===== config.mk =====
export PLATFORM = sky130hd
export DESIGN_NAME = gfsk_symbol_shaper
export DESIGN_NICKNAME = d
export VERILOG_FILES = /design/src/rtl/gfsk_pkg.sv /design/src/rtl/gfsk_ramp.sv /design/src/rtl/gfsk_symbol_shaper.sv
export SDC_FILE = /design/constraint.sdc
export NUM_CORES = 1
export LEC_CHECK = 0
export ABC_AREA = 1
export BUFFER_PORTS_ARGS = -buffer_cell sky130_fd_sc_hd__buf_2
export CAP_MARGIN = 10
export CORE_MARGIN = 5
export CORE_UTILIZATION = 45
export CTS_CLUSTER_DIAMETER = 120
export DETAILED_ROUTE_END_ITERATION = 7
export PLACE_DENSITY_LB_ADDON = 0.05
export SYNTH_ARGS = -nofsm -noshare
export SYNTH_HDL_FRONTEND = slang
export SYNTH_SLANG_ARGS = --single-unit

===== constraint.sdc =====
create_clock -name clock -period 2.5 [get_ports clock]
set_input_delay 0.25 -clock clock [delete_from_list [all_inputs] [get_ports clock]]
set_output_delay 0.25 -clock clock [all_outputs]
set_load 0.03 [all_outputs]

===== src/rtl/gfsk_pkg.sv =====
// Shared definitions for the GFSK symbol shaper.
// - GFSK_CODE_W / GFSK_CODE_MAX / GFSK_CODE_MIN: frequency-code width and rails
//   (f = 2.25 MHz + code * 62.5 kHz).
// - gfsk_state_e: transmit FSM states.
// - gfsk_step_toward(): move a code one LSB toward a target, saturating at it.
package gfsk_pkg;

  localparam int unsigned GFSK_CODE_W = 3;

  localparam logic [GFSK_CODE_W-1:0] GFSK_CODE_MAX = 3'd7;
  localparam logic [GFSK_CODE_W-1:0] GFSK_CODE_MIN = 3'd0;

  typedef enum logic [1:0] {
    StIdle,
    StActive,
    StDrain
  } gfsk_state_e;

  function automatic logic [GFSK_CODE_W-1:0] gfsk_step_toward(
    input logic [GFSK_CODE_W-1:0] code,
    input logic [GFSK_CODE_W-1:0] target
  );
    if (code < target) begin
      return code + 1'b1;
    end else if (code > target) begin
      return code - 1'b1;
    end
    return code;
  endfunction

endpackage


===== src/rtl/gfsk_ramp.sv =====
// Linear ramp generator for the GFSK frequency code.
// While run is high, the code moves one LSB toward target every RAMP_STEP_CYCLES
// clocks; while run is low the step counter is held at zero and the code holds.
// Ports:
//   clock      - baseband clock, rising edge
//   resetn     - asynchronous active-low reset
//   run        - ramp cadence enable
//   target     - code the ramp is heading for
//   code       - registered frequency code
//   at_target  - code equals target this cycle
module gfsk_ramp
  import gfsk_pkg::*;
#(
  parameter int unsigned RAMP_STEP_CYCLES = 5
) (
  input  logic                   clock,
  input  logic                   resetn,
  input  logic                   run,
  input  logic [GFSK_CODE_W-1:0] target,
  output logic [GFSK_CODE_W-1:0] code,
  output logic                   at_target
);

  localparam int unsigned RampW = (RAMP_STEP_CYCLES > 1) ? $clog2(RAMP_STEP_CYCLES) : 1;
  localparam logic [RampW-1:0] RampLast = RampW'(RAMP_STEP_CYCLES - 1);

  logic [RampW-1:0]       ramp_cnt_q, ramp_cnt_d;
  logic [GFSK_CODE_W-1:0] code_q, code_d;

  always_comb begin
    ramp_cnt_d = '0;
    code_d     = code_q;
    if (run) begin
      if (ramp_cnt_q == RampLast) begin
        ramp_cnt_d = '0;
        code_d     = gfsk_step_toward(code_q, target);
      end else begin
        ramp_cnt_d = ramp_cnt_q + 1'b1;
      end
    end
  end

  always_ff @(posedge clock or negedge resetn) begin
    if (!resetn) begin
      ramp_cnt_q <= '0;
      code_q     <= GFSK_CODE_MIN;
    end else begin
      ramp_cnt_q <= ramp_cnt_d;
      code_q     <= code_d;
    end
  end

  assign code      = code_q;
  assign at_target = (code_q == target);

endmodule


===== src/rtl/gfsk_symbol_shaper.sv =====
// Transmit-side GFSK shaping stage.
// Payload bytes arrive on a valid/ready handshake and are sent LSB-first, one bit
// per CYCLES_PER_SYMBOL clocks. The 3-bit frequency code is ramped one LSB at a
// time toward 7 (bit 1) or 0 (bit 0) rather than stepped. A second byte may be
// parked in a hold register so consecutive bytes go out without a gap.
// Ports:
//   clock, resetn   - 40 MHz baseband clock, asynchronous active-low reset
//   in_valid/ready  - byte handshake (in_ready is combinational)
//   in_data         - payload byte, bit 0 first
//   tx_abort        - drop the current transmission and ramp down to 0
//   gfsk_out        - registered frequency code
//   busy            - transmitting or draining
//   symbol_strobe   - one-cycle pulse on the last cycle of each symbol
module gfsk_symbol_shaper
  import gfsk_pkg::*;
#(
  parameter int unsigned CYCLES_PER_SYMBOL = 40,
  parameter int unsigned RAMP_STEP_CYCLES  = 5
) (
  input  logic                   clock,
  input  logic                   resetn,
  input  logic                   in_valid,
  output logic                   in_ready,
  input  logic [7:0]             in_data,
  input  logic                   tx_abort,
  output logic [GFSK_CODE_W-1:0] gfsk_out,
  output logic                   busy,
  output logic                   symbol_strobe
);

  if (7 * RAMP_STEP_CYCLES > CYCLES_PER_SYMBOL) begin : g_param_check
    $error("gfsk_symbol_shaper: a full 0..7 ramp must fit within one symbol");
  end

  localparam int unsigned SymW = (CYCLES_PER_SYMBOL > 1) ? $clog2(CYCLES_PER_SYMBOL) : 1;
  localparam logic [SymW-1:0] SymLast = SymW'(CYCLES_PER_SYMBOL - 1);

  gfsk_state_e      state_q, state_d;
  logic [7:0]       shreg_q, shreg_d;
  logic [7:0]       hold_q, hold_d;
  logic             hold_valid_q, hold_valid_d;
  // Byte accepted in IDLE: shreg is loaded, ACTIVE starts on the following edge.
  logic             start_q, start_d;
  logic [SymW-1:0]  sym_cnt_q, sym_cnt_d;
  logic [2:0]       bit_idx_q, bit_idx_d;
  logic             busy_q, busy_d;
  logic             strobe_q, strobe_d;

  logic                   accept;
  logic                   sym_last;
  logic                   ramp_run;
  logic [GFSK_CODE_W-1:0] ramp_target;
  logic                   ramp_at_target;

  assign in_ready = (state_q != StDrain) && !hold_valid_q;
  assign accept   = in_valid && in_ready;
  assign sym_last = (sym_cnt_q == SymLast);

  // The ramp keeps its cadence across byte boundaries and into DRAIN.
  assign ramp_run    = (state_q != StIdle);
  assign ramp_target = ((state_q == StActive) && shreg_q[bit_idx_q]) ? GFSK_CODE_MAX
                                                                     : GFSK_CODE_MIN;

  gfsk_ramp #(
    .RAMP_STEP_CYCLES(RAMP_STEP_CYCLES)
  ) u_ramp (
    .clock    (clock),
    .resetn   (resetn),
    .run      (ramp_run),
    .target   (ramp_target),
    .code     (gfsk_out),
    .at_target(ramp_at_target)
  );

  always_comb begin
    state_d      = state_q;
    shreg_d      = shreg_q;
    hold_d       = hold_q;
    hold_valid_d = hold_valid_q;
    start_d      = start_q;
    sym_cnt_d    = sym_cnt_q;
    bit_idx_d    = bit_idx_q;

    unique case (state_q)
      StIdle: begin
        if (start_q) begin
          state_d   = StActive;
          start_d   = 1'b0;
          sym_cnt_d = '0;
          bit_idx_d = '0;
          // A byte offered while start is pending is queued behind the first one.
          if (accept) begin
            hold_d       = in_data;
            hold_valid_d = 1'b1;
          end
        end else if (accept) begin
          shreg_d = in_data;
          start_d = 1'b1;
        end
      end

      StActive: begin
        if (sym_last) begin
          sym_cnt_d = '0;
          bit_idx_d = bit_idx_q + 3'd1;
        end else begin
          sym_cnt_d = sym_cnt_q + 1'b1;
        end

        if (sym_last && (bit_idx_q == 3'd7)) begin
          if (hold_valid_q) begin
            shreg_d      = hold_q;
            hold_valid_d = 1'b0;
            if (accept) begin
              hold_d       = in_data;
              hold_valid_d = 1'b1;
            end
          end else if (accept) begin
            // Byte arriving on the final edge goes straight into the shifter.
            shreg_d = in_data;
          end else begin
            state_d   = StDrain;
            sym_cnt_d = '0;
            bit_idx_d = '0;
          end
        end else if (accept) begin
          hold_d       = in_data;
          hold_valid_d = 1'b1;
        end

        if (tx_abort) begin
          state_d      = StDrain;
          hold_valid_d = 1'b0;
          sym_cnt_d    = '0;
          bit_idx_d    = '0;
        end
      end

      StDrain: begin
        if (ramp_at_target) begin
          state_d = StIdle;
        end
        if (tx_abort) begin
          hold_valid_d = 1'b0;
        end
      end

      default: begin
        state_d = StIdle;
      end
    endcase

    busy_d   = (state_d != StIdle);
    strobe_d = (state_d == StActive) && (sym_cnt_d == SymLast);
  end

  always_ff @(posedge clock or negedge resetn) begin
    if (!resetn) begin
      state_q      <= StIdle;
      shreg_q      <= '0;
      hold_q       <= '0;
      hold_valid_q <= 1'b0;
      start_q      <= 1'b0;
      sym_cnt_q    <= '0;
      bit_idx_q    <= '0;
      busy_q       <= 1'b0;
      strobe_q     <= 1'b0;
    end else begin
      state_q      <= state_d;
      shreg_q      <= shreg_d;
      hold_q       <= hold_d;
      hold_valid_q <= hold_valid_d;
      start_q      <= start_d;
      sym_cnt_q    <= sym_cnt_d;
      bit_idx_q    <= bit_idx_d;
      busy_q       <= busy_d;
      strobe_q     <= strobe_d;
    end
  end

  assign busy          = busy_q;
  assign symbol_strobe = strobe_q;

endmodule

==> After elaboration in Yosys (flattened, before gate mapping) <==
Index checks and enable logic that the tools add are counted.
{ "totals": {"in_bits": 12, "word_cells": 100, "ff_bits": 37, "output_inout_bits": 6} }
{ "op_classes": {"n_reduce_logical": 16, "addsub": 5, "eq_ne": 14, "order_cmp": 3, "n_mux": 51} }
{ "op_table": {"columns": ["op", "count"], "rows": [
  ["8-bit 2-to-1 mux", 8],
  ["6-bit 2-to-1 mux", 6],
  ["3-bit 2-to-1 mux", 11],
  ["8-bit case mux with 2 select lines", 2],
  ["1-bit 2-to-1 mux", 13],
  ["6-bit equality test, second input constant", 2],
  ["2-bit 2-to-1 mux", 6],
  ["6-bit case mux with 2 select lines", 1],
  ["3-bit AND reduction", 4],
  ["3-bit by 1-bit adder with 3-bit output, second input constant", 3],
  ["2-bit != test, second input constant", 4],
  ["6-bit by 1-bit adder with 6-bit output, second input constant", 1],
  ["3-bit equality test, second input constant", 2],
  ["2-bit case mux with 3 select lines", 1],
  ["3-bit case mux with 2 select lines", 1],
  ["2-bit nonzero test", 3],
  ["1-bit logical AND", 5],
  ["2-bit by 1-bit equality test with 1-bit output, second input constant", 2],
  ["3-bit by 4-bit < comparator with 1-bit output, second input constant", 1],
  ["1-bit binary-select mux with 3-bit select", 1],
  ["3-bit equality test", 1],
  ["3-bit > comparator", 1],
  ["3-bit < comparator", 1],
  ["3-bit != test, second input constant", 1],
  ["8 further kinds", 8]
]} }

==> Depth between registers and ports, before layout <==
{ "logic_depth": {"word_depth": 10, "depth_mapped": 13, "ltp_nobuf": 13} }

==> By module <==
Synthesis repeated with hierarchy kept, for this count alone.
{ "unflattened": {"cells_unflattened": 275, "hier_area_um2": 2195.9} }
{ "modules_own_cells": {"columns": ["mod", "seq_area_each_um2", "area_per_inst_um2", "cells_per_inst", "instances"], "rows": [
  ["gfsk_symbol_shaper", 775.7, 1795.5, 229, 1],
  ["gfsk_ramp", 150.1, 400.4, 46, 1]
]} }

==> Worst setup path before layout <==
Ideal clock, no wire load.
{ "synth_timing": {"path_type": "flip-flop to flip-flop", "from": "reg bit_idx_q[0]", "to": "reg u_ramp.code_q[2] (netlist: u_ramp.code[2])", "required_ns": 2.364, "path_stages_with_launch": 12, "n_path_buf": 0, "setup_slack_ns": 0.172, "setup_ns": 0.136, "synth_period_minus_slack_ns": 2.328, "arrival_ns": 2.192, "path_cell_list": "dfrtp_1 inv_1 o21ai_0 nand2_1 o211ai_1 ha_1 a21oi_1 nand2_1 fa_1 xnor2_1 nor2_1 xor2_1"} }
{ "synth_via": {"elab_chain_len": 10, "elab_cells_between_ends": 12, "cone_classes": "order compare (2); mux (8); reduce/logical (2)"} }
{ "synth_rtl": {"columns": ["element", "line", "rtl"], "rows": [
  ["from (decl)", "gfsk_symbol_shaper.sv:45", "logic [2:0] bit_idx_q, bit_idx_d;"],
  ["from (signal assigned)", "gfsk_symbol_shaper.sv:175", "bit_idx_q <= bit_idx_d;"],
  ["1-bit binary-select mux with 3-bit select *", "gfsk_symbol_shaper.sv:61", "assign ramp_target = ((state_q == StActive) && shreg_q[bit_idx_q]) ? GFSK_CODE_MAX"],
  ["1-bit 2-to-1 mux (implied by the code) *", "gfsk_symbol_shaper.sv:61", null],
  ["1-bit logical AND *", "gfsk_symbol_shaper.sv:61", null],
  ["3-bit 2-to-1 mux *", "gfsk_symbol_shaper.sv:61", null],
  ["3-bit > comparator", "gfsk_pkg.sv:25", "end else if (code > target) begin"],
  ["1-bit 2-to-1 mux", "gfsk_pkg.sv:25", null],
  ["1-bit 2-to-1 mux", "gfsk_pkg.sv:23", "if (code < target) begin"],
  ["1-bit 2-to-1 mux", "gfsk_ramp.sv:34", "if (ramp_cnt_q == RampLast) begin"],
  ["1-bit 2-to-1 mux", "gfsk_ramp.sv:33", "if (run) begin"],
  ["3-bit AND reduction (no source line)", null, null],
  ["to (signal assigned)", "gfsk_ramp.sv:49", "code_q <= code_d;"],
  ["to (decl)", "gfsk_ramp.sv:28", "logic [GFSK_CODE_W-1:0] code_q, code_d;"]
]} }
Mark *: on every way between the ends. The rest lies on a longest branch, timed or not. The select of a mux whose other input is x is not followed.
A chain may end at the register's enable or synchronous reset.

==> Final worst setup path <==
Same ends and word-level chain as after synthesis.

==> run summary <==
Main flop type after synthesis: sky130_fd_sc_hd__dfrtp_1
WL/cell: 12.3 um
Category of the worst setup path capture point: flop
Detailed-router iteration count before antenna repair: 4
Required time at the worst-slack endpoint: 2.68 ns
Final Net Count: 307
Async SR Flop Fraction: 1.00
XOR/XNOR Fraction of Synth Area: 0.0201
Tightest Pin Transition: 0.824 ns
Power per unit of standard cell area: 1080 mW/mm^2
Chip height: 79.6 um
Synth Net Count: 285
Max-slew violation count: 0
Maximum capacitance violations: 0
Fraction of power consumed by combinational cells: 0.476
Final HPWL DP: 3140 um
Unique masters post-synth: 34
Root Driver: sky130_fd_sc_hd__clkbuf_8
Total power of the final layout: 2.62 mW
Mux share of post-synthesis cell area: 0
Clock latency at the later pin of the worst-skew pair: 0.29 ns
Vias per Instance: 4.80
Sw Ratio: 0.445
Kind of launch point of the worst setup path: flop
Worst-case vdd ir drop: 0.471 mV
Crit share post-route: 0.933
Simple logic cell fraction of the synthesized area: 0.187
Total congestion overflow after global routing: 0
Number of global-route vias before repair: 1657
Reg power frac: 0.363
Initial antenna violation count: 0
Min-delay worst type: in -> async
Die Area: 0.00634 mm^2
Logic depth of the worst register-to-register path: 12
Die extent in x: 79.6 um
Maximum net fanout on the critical path: 7
Initial core utilization: 0.462
Number of clock sinks: 37
Synthesized instance count: 260
Setup slack of the worst register-to-register path: 0.17 ns
Core Footprint: 0.00472 mm^2
Run status: completed
Endpoints failing hold: 0
Maximum number of pins on one net before global-route repair: 38
Number of synthesized flops with an enable pin: 0
Combinational family with the most area after synthesis: compound AO/OA/AOI/OAI gates
Number of placed I/O pins: 18
Part of the Yosys area used for sequential elements: 0.424
Number of buffers created by CTS: 5
FF+latch count, synth: 37
Worst slew slack as a fraction of its limit: 0.451
Leading cell type by number of instances after synthesis: sky130_fd_sc_hd__nand2_1
CTS H-tree depth: 2
TritonCTS clock tree: yes
Number of diodes: 0
Mean instance size in the synthesized netlist: 8.39 um^2
Final min period: 2.33 ns
Count of nets left with antenna violations after detail routing: 0
Final-layout setup total negative slack: 0 ns
Total net switching power: 1.16 mW
Total setup violations reported at the end of the flow: 0
Worst R2R Start: bit_idx_q[0]
Overall global routing resource usage: 0.157
R2R Path End: u_ramp.code[2]
Worst Clk Skew: 0.00389 ns
Critical path origin: bit_idx_q[0]
Site Rows: 25
Number of input and output port buffers inserted: 17
Share of post-route cells with drive strength above 1: 0.163
Drt first-iter violations: 59
Compound-gate portion of the synthesized area: 0.194
Setup repair after global routing missed its margin: yes
Global-route wire length before repair: 7640 um
Clock transition at the register clock pins on the worst setup and hold paths after CTS: 0.08 ns
Post-synthesis instance area: 0.00218 mm^2
Synthesized-area fraction occupied by adder cells: 0.0780
Clock Tree Buf Depth: 2
Leakage: 1.22 nW
Internal portion of total power: 1.45 mW
Maximum clock rate: 0.429 GHz
Final hold slack: 0.0488 ns
Arr. time, crit path: 2.51 ns
Critical path class: reg -> reg
Top post-synthesis cells by count: 52 x sky130_fd_sc_hd__nand2_1, 41 x sky130_fd_sc_hd__inv_1, 37 x sky130_fd_sc_hd__dfrtp_1
Dominant cells by area after synthesis: sky130_fd_sc_hd__dfrtp_1 42%, sky130_fd_sc_hd__nand2_1 8.9%, sky130_fd_sc_hd__inv_1 7.1%
Total via count in the routed design: 1680
Detailed-route wire length: 4300 um
Area share of the largest cell type after synthesis: 0.424
Final weighted congestion in routability-driven placement: 0.779
Power share of the clock group: 0.161
Signed area change from the synthesized netlist to the final layout: 11.1%
# DRC: 0
Syn. warnings: 0
Area leader, netlist: sky130_fd_sc_hd__dfrtp_1
cell families (layout without fill, tap and decap cells):
| kind of cell | count (synthesis) | count (layout) |
|---|---|---|
| fa+ha+maj | 13 | 13 |
| flops | 37 | 37 |
| buf+inv | 48 | 71 |
| xor+xnor | 5 | 5 |
| compound gates | 65 | 65 |
| simple gates | 92 | 92 |
critical path, cell delays in order (launching register included):
cell	delay (ns)
sky130_fd_sc_hd__dfrtp_2	0.45
sky130_fd_sc_hd__inv_2	0.08
sky130_fd_sc_hd__a21oi_1	0.05
sky130_fd_sc_hd__o21ai_0	0.07
sky130_fd_sc_hd__nand2_1	0.06
sky130_fd_sc_hd__o211ai_1	0.27
sky130_fd_sc_hd__ha_1	0.31
sky130_fd_sc_hd__a21oi_1	0.15
sky130_fd_sc_hd__nand2_1	0.10
sky130_fd_sc_hd__fa_2	0.34
sky130_fd_sc_hd__xnor2_1	0.14
sky130_fd_sc_hd__nor2_1	0.06
sky130_fd_sc_hd__xor2_1	0.13
state kept, by name, summed over array words and instances, names as in the netlist, 2 cells and up:
| signal | flops |
|---|---|
| sym_cnt_q | 6 |
| bit_idx_q | 3 |
| hold_q | 8 |
| u_ramp.ramp_cnt_q | 3 |
| state_q | 2 |
| u_ramp.code | 3 |
| shreg_q | 8 |
power by group through the flow:
stage / clock network, mW / logic [mW] / registers (mW)
2_1_floorplan: 0 / 1.01 / 0.959
3_3_place_gp: 0 / 1.23 / 0.957
3_5_place_dp: 0 / 1.24 / 0.960
4_1_cts: 0.443 / 1.25 / 0.949
5_1_grt: 0.464 / 1.45 / 0.978
6_report: 0.422 / 1.25 / 0.949
per-stage QoR:
step	cells	util	setup slack [ns]	cell area, um^2
after floorplan	260	-	0.172	2180
after global placement	339	0.488	0.0622	2310
after detailed placement	339	0.488	-0.0133	2310
after CTS	347	0.508	0.0205	2400
after global routing	350	0.513	-0.0417	2420
final	350	0.513	0.166	2420
cell type report:
class	instances	area [um^2]
Clock buffer	5	68.8
Clock inverter	3	22.5
Fill cell	462	2300
Inverter	42	158
Multi-Input combinational cell	175	1050
Sequential cell	37	927
Tap cell	67	83.8
Timing Repair Buffer	21	115
what timing repair did:
action,CTS,global route
endpoints found under the setup margin,1,2
buffers inserted,0,3
hold buffers,0,0
gates resized for setup,1,2
pin swaps,0,4
layer usage:
layer | share of wire | wire [um] | track usage | up-vias
li1 | - | - | - | 894
met4 | 0.015 | 65 | 0.0670 | 0
met1 | 0.52 | 2240 | 0.200 | 764
met3 | 0.031 | 134 | 0.0384 | 5
met2 | 0.43 | 1860 | 0.252 | 17
met5 | 0 | 0 | 0 | -
placed cells by master (no fill, tap or decap):
cell type | synthesis | routed
sky130_fd_sc_hd__nand2_1 | 52 | 52
sky130_fd_sc_hd__inv_1 | 41 | 40
sky130_fd_sc_hd__dfrtp_1 | 37 | 36
sky130_fd_sc_hd__o21ai_0 | 23 | 23
sky130_fd_sc_hd__buf_2 | 1 | 17
sky130_fd_sc_hd__nor2_1 | 15 | 15
sky130_fd_sc_hd__a21oi_1 | 14 | 14
sky130_fd_sc_hd__nand3_1 | 14 | 14
sky130_fd_sc_hd__o211ai_1 | 13 | 13
sky130_fd_sc_hd__ha_1 | 12 | 12
sky130_fd_sc_hd__clkbuf_8 | 1 | 5
sky130_fd_sc_hd__buf_4 | 1 | 4
sky130_fd_sc_hd__o21ai_2 | 3 | 3
sky130_fd_sc_hd__a31oi_1 | 3 | 3
sky130_fd_sc_hd__xor2_1 | 3 | 3
sky130_fd_sc_hd__clkinvlp_4 | 0 | 3
sky130_fd_sc_hd__nor3_1 | 2 | 2
sky130_fd_sc_hd__nand2_2 | 2 | 2
sky130_fd_sc_hd__inv_2 | 1 | 2
sky130_fd_sc_hd__nor2_4 | 2 | 2
sky130_fd_sc_hd__o21bai_1 | 2 | 2
sky130_fd_sc_hd__nand4_1 | 2 | 2
sky130_fd_sc_hd__xnor2_1 | 2 | 2
sky130_fd_sc_hd__a211oi_1 | 2 | 2
sky130_fd_sc_hd__nand3b_1 | 1 | 1
sky130_fd_sc_hd__nand3_2 | 1 | 1
sky130_fd_sc_hd__a21boi_1 | 1 | 1
sky130_fd_sc_hd__nand2_4 | 1 | 1
sky130_fd_sc_hd__o211ai_4 | 1 | 1
sky130_fd_sc_hd__a21oi_4 | 1 | 1
sky130_fd_sc_hd__o211ai_2 | 1 | 1
sky130_fd_sc_hd__a21oi_2 | 1 | 1
sky130_fd_sc_hd__fa_2 | 0 | 1
sky130_fd_sc_hd__dfrtp_2 | 0 | 1
how the worst max path moves through the flow:
| stage | to | slack, ns | cells past startpoint |
|---|---|---|---|
| floorplan | u_ramp.code[2] | 0.17 | 11 |
| global route | u_ramp.code[2] | -0.04 | 12 |
| CTS | u_ramp.code[2] | 0.02 | 12 |
| global placement | u_ramp.code[2] | 0.06 | 11 |
| finish | u_ramp.code[2] | 0.17 | 12 |
| detailed placement | u_ramp.code[2] | -0.01 | 11 |
(Power assumes the default switching activity.)
